## src/rtl/al4s3b_wb_host_seq.sv

```systemverilog
// rtl/al4s3b_wb_host_seq.sv - single-outstanding request/response to Wishbone master sequencer
// Optional bus-timeout logic (wait counter, rsp_err, err_cnt) is compiled in by WB_HOST_TIMEOUT_EN.
module al4s3b_wb_host_seq #(
   parameter int                   ADDRWIDTH        = 17,
   parameter int                   DATAWIDTH        = 32,
   parameter int                   TIMEOUT_CYCLES   = 255,
   parameter logic [DATAWIDTH-1:0] TIMEOUT_RD_VALUE = 32'hBAD_FAB_AC
) (
   input  logic                 WB_CLK,
   input  logic                 WB_RST,
   input  logic                 req_valid,
   output logic                 req_ready,
   input  logic                 req_we,
   input  logic [ADDRWIDTH-1:0] req_adr,
   input  logic [3:0]           req_be,
   input  logic [DATAWIDTH-1:0] req_wdat,
   output logic                 rsp_valid,
   input  logic                 rsp_ready,
   output logic [DATAWIDTH-1:0] rsp_rdat,
   output logic                 rsp_err,
   output logic [ADDRWIDTH-1:0] WBs_ADR,
   output logic                 WBs_CYC,
   output logic                 WBs_STB,
   output logic                 WBs_WE,
   output logic                 WBs_RD,
   output logic [3:0]           WBs_BYTE_STB,
   output logic [DATAWIDTH-1:0] WBs_WR_DAT,
   input  logic [DATAWIDTH-1:0] WBs_RD_DAT,
   input  logic                 WBs_ACK,
   output logic [7:0]           err_cnt
);

   typedef enum logic [1:0] {
      S_IDLE = 2'd0,
      S_BUS  = 2'd1,
      S_RESP = 2'd2
   } state_t;

   state_t                 r_state;
   state_t                 w_next;
   logic                   w_accept;
   logic                   w_ack_bus;
   logic                   w_timeout;
   logic                   r_cyc;
   logic                   r_we;
   logic [ADDRWIDTH-1:0]   r_adr;
   logic [3:0]             r_be;
   logic [DATAWIDTH-1:0]   r_wdat;
   logic [DATAWIDTH-1:0]   r_rdat;
   logic                   r_err;

   // Gated by reset so a request can never be taken while the block is being cleared.
   assign req_ready = (r_state == S_IDLE) && !WB_RST;
   assign w_accept  = req_valid && req_ready;
   assign w_ack_bus = (r_state == S_BUS) && WBs_ACK;

`ifdef WB_HOST_TIMEOUT_EN
   localparam logic [7:0] LP_WAIT_LAST = 8'(TIMEOUT_CYCLES - 1);

   logic [7:0] r_wait;
   logic [7:0] r_err_cnt;

   // ACK has priority: a timeout only fires on a BUS cycle without ACK.
   assign w_timeout = (r_state == S_BUS) && !WBs_ACK && (r_wait == LP_WAIT_LAST);

   always_ff @(posedge WB_CLK) begin
      if (WB_RST) begin
         r_wait    <= 8'd0;
         r_err_cnt <= 8'd0;
      end else begin
         if (w_accept) begin
            r_wait <= 8'd0;
         end else if ((r_state == S_BUS) && !WBs_ACK) begin
            r_wait <= r_wait + 8'd1;
         end
         if (w_timeout && (r_err_cnt != 8'hFF)) begin
            r_err_cnt <= r_err_cnt + 8'd1;
         end
      end
   end

   assign err_cnt = r_err_cnt;
   assign rsp_err = r_err;
`else
   assign w_timeout = 1'b0;
   assign err_cnt   = 8'd0;
   assign rsp_err   = 1'b0;
`endif

   always_ff @(posedge WB_CLK) begin
      if (WB_RST) begin
         r_state <= S_IDLE;
      end else begin
         r_state <= w_next;
      end
   end

   always_comb begin
      w_next = r_state;
      case (r_state)
         S_IDLE: if (w_accept) w_next = S_BUS;
         S_BUS:  if (w_ack_bus || w_timeout) w_next = S_RESP;
         S_RESP: if (rsp_ready) w_next = S_IDLE;
         default: w_next = S_IDLE;
      endcase
   end

   always_ff @(posedge WB_CLK) begin
      if (WB_RST) begin
         r_cyc  <= 1'b0;
         r_we   <= 1'b0;
         r_adr  <= '0;
         r_be   <= 4'd0;
         r_wdat <= '0;
         r_rdat <= '0;
         r_err  <= 1'b0;
      end else begin
         if (w_accept) begin
            r_cyc  <= 1'b1;
            r_we   <= req_we;
            r_adr  <= req_adr;
            r_be   <= req_be;
            r_wdat <= req_wdat;
         end else if (w_ack_bus) begin
            r_cyc  <= 1'b0;
            r_rdat <= r_we ? '0 : WBs_RD_DAT;
            r_err  <= 1'b0;
         end else if (w_timeout) begin
            r_cyc  <= 1'b0;
            r_rdat <= TIMEOUT_RD_VALUE;
            r_err  <= 1'b1;
         end
      end
   end

   // Address/strobe/data stay registered after BUS; only the cycle qualifiers drop.
   assign WBs_CYC      = r_cyc;
   assign WBs_STB      = r_cyc;
   assign WBs_WE       = r_cyc && r_we;
   assign WBs_RD       = r_cyc && !r_we;
   assign WBs_ADR      = r_adr;
   assign WBs_BYTE_STB = r_be;
   assign WBs_WR_DAT   = r_wdat;
   assign rsp_valid    = (r_state == S_RESP);
   assign rsp_rdat     = r_rdat;

endmodule

```

## config.mk

```make
export PLATFORM = sky130hd
export DESIGN_NAME = al4s3b_wb_host_seq
export DESIGN_NICKNAME = d
export VERILOG_FILES = /design/src/rtl/al4s3b_wb_host_seq.sv
export SDC_FILE = /design/constraint.sdc
export NUM_CORES = 1
export LEC_CHECK = 0
export ABC_CLOCK_PERIOD_IN_PS = 4900
export BUFFER_PORTS_ARGS = -buffer_cell sky130_fd_sc_hd__buf_2
export CELL_PAD_IN_SITES_DETAIL_PLACEMENT = 1
export CELL_PAD_IN_SITES_GLOBAL_PLACEMENT = 1
export CORE_UTILIZATION = 30
export DETAILED_ROUTE_END_ITERATION = 10
export GPL_TIMING_DRIVEN = 0
export PLACE_DENSITY = 0.66
export RECOVER_POWER = 25
export SETUP_SLACK_MARGIN = 0.1
export SLEW_MARGIN = 5
export SYNTH_ARGS = -nofsm -noshare
export SYNTH_HDL_FRONTEND = slang
export SYNTH_SLANG_ARGS = --single-unit
```

## constraint.sdc

```tcl
create_clock -name WB_CLK -period 4.9 [get_ports WB_CLK]
set_input_delay 0.49 -clock WB_CLK [delete_from_list [all_inputs] [get_ports WB_CLK]]
set_output_delay 0.49 -clock WB_CLK [all_outputs]
set_load 0.02 [all_outputs]
```

==> qor.yml <==
status: "finished, final reports clean"
reg2reg_depth: 4
area_delta_synth_final_pct: 33.8
coreArea_sq_um: 13200
final_core_util: 0.412
detail_route.iter0.violations: 82
num_vias: 3137
port_buffers: 181
cp_max_fo: 10
drv_cap: 0
synthCells: 342
rows: 42
grt_overflow: 0
synth.top_cell.area_share: 0.437
hpwlAfterDp_um: 8160
grtUsageTotal: 0.160
final_max_slew_viol_count: 0
via_per_inst: 4.33
p_int_uw: 1310
cp-start-kind: "flop"
numCtsBuffers: 9
max_freq_ghz: 0.499
fin_crit_ns: 2.01
die_w_um: 119
min_from: "WBs_ACK"
pwr-share-seq: 0.446
r2r_slack_ns: 3.24
yosysSeqAreaShare: 0.437
rsz0062_at_grt: "no"
criticalPathCategory: "flop to output port"
powerDensity_nw_per_um2: 329
cts_tree: "done"
ir_worst_vdd_v: 0.000197
p_leak_uw: 0.00255
yosys_warnings: 0
drcViolationCount: 0
clock_latency_ns: 0.34
most-common-layout-cells: "buf_2 (140), dfxtp_1 (89), clkbuf_1 (63), nor2b_1 (55), mux2_4 (49)"
holdPathStages: 2
ant_nets: 0
root_buffer: "clkbuf_16"
final_common_cell: "buf_2"
worstHoldEndpoint: "r_state[0]"
ctsResizeCount: 0
grt_max_degree: 14
post_drt_wl_per_cell_um: 15.0
die-area_sq_um: 14000
syn_area_sq_um: 4070
cts.sinks: 89
swShare: 0.268
dr.pass1.iters: 4
cts_max_level: 3
clkPwrFrac: 0.363
initial_utilization: 0.308
cts_buffer_depth: 2
wirelength_um: 10900
gp_congestion: 0.721
chipHeight_um: 119
hold_viol_final: 0
synth_seq_cells: 89
hold_buffers: 0
worstPathRequired_ns: 4.41
nets: 633
grt_pass1_vias: 3356
post-route-period-util: 0.409
grt_antenna_before_repair: 1
synth.distinct_cells: 23
io_pins: 191
cts.clk_slew.worst_paths_ns: 0.06
crit_path_end_kind: "output port"
drive_gt1_frac: 0.475
yosys.area.top_type: "dfxtp_1"
regToRegStartpoint: "r_state[0]"
setup_tns_ns: 0
fin_skew_ns: 0.00339
stdcell_count: 724
worstReg2RegEnd: "rsp_rdat[15]"
dp_slack_ns: 2.81
crit_arrival_ns: 1.52
dp.cells: 707
fin_ws_ns: 2.89
power_switching_uw: 481
setup_viol: 0
grt_pass1_wl_um: 17500
pwr-share-comb: 0.191
synth_area_leaders: "dfxtp_1 (44%), mux2_4 (18%), nor2b_1 (8.4%), mux2i_1 (7.9%), or3b_2 (6.9%)"
post_cts_buffers: 0
synth_area_per_cell_sq_um: 11.9
worstHoldPathType: "input port to flop"
## flip-flops by register name, indices dropped and copies added, names as in the netlist
signal	count
r_state	2
r_we	1
WBs_WR_DAT	32
WBs_BYTE_STB	4
rsp_rdat	32
WBs_ADR	17
WBs_CYC	1
## layout make-up
type | count | area, sq um
Fill cell | 1554 | 7790
Multi-Input combinational cell | 225 | 2060
Sequential cell | 89 | 1780
Timing Repair Buffer | 181 | 851
Buffer | 36 | 265
Clock buffer | 13 | 260
Tap cell | 176 | 220
Clock inverter | 3 | 15.0
Antenna cell | 1 | 2.50
## worst max-delay path, cell delays in order, from the launching register on
cell,delay (ns)
dfxtp_1,0.46
clkbuf_1,0.37
and2_1,0.18
buf_2,0.16
## synthesized netlist by cell type, drive strengths merged
master    n
o21ba     1
dfxtp    89
or3b     32
and2b     1
nor3b     1
and3b     1
clkbuf   16
buf      20
or4b      1
o21ai     1
nor2      1
conb      1
and2      1
mux2i    32
nor2b    55
a2111oi   1
mux2     54
nand2b   33
nor3      1
## logic make-up (layout without fill, tap and decap cells)
kind of cell / after synthesis / count (layout) / share of synthesized area
AOI/OAI and AO/OA: 3 / 3 / 0.00583
buffers and inverters: 36 / 233 / 0.0654
DFF: 89 / 89 / 0.437
muxes: 86 / 86 / 0.273
other: 1 / 10 / 0.000920
and+or+nand+nor: 127 / 127 / 0.217
## through the flow
stage | instance area, sq um | hold slack [ns] | power [uW]
floorplan | 4100 | 0.468 | 1050
global placement | 5230 | 0.456 | 1160
detailed placement | 5230 | 0.462 | 1170
CTS | 5510 | 0.348 | 1830
global route | 5450 | 0.358 | 1880
finish | 5450 | 0.362 | 1790
## power groups by stage
stage	clock network [uW]	registers, uW	logic (uW)
after CTS	679	801	355
after detailed placement	0	816	354
after global routing	709	807	368
final	652	801	342
after floorplan	0	872	176
after global placement	0	813	347
## metal layers
layer  part of all wire  wire, um  vias to the layer above  GRT usage
met3              0.067       722                        9     0.0550
met1               0.43      4670                     1490      0.184
li1                   -         -                     1531          -
met2               0.49      5310                      107      0.274
met5                  0         0                        -          0
met4              0.014       150                        0     0.0530
## how the worst max path moves through the flow
stage,from,endpoint,slack [ns],depth (start not counted)
2_1_floorplan,WB_RST,WBs_ADR[10],3.22,4
3_3_place_gp,WB_RST,WBs_WR_DAT[18],2.82,5
3_5_place_dp,WB_RST,WBs_WR_DAT[16],2.81,5
4_1_cts,r_we,WBs_WE,2.80,3
5_1_grt,r_we,WBs_WE,2.74,3
6_report,r_we,WBs_WE,2.89,3
Power figures use the tool's default switching activity.
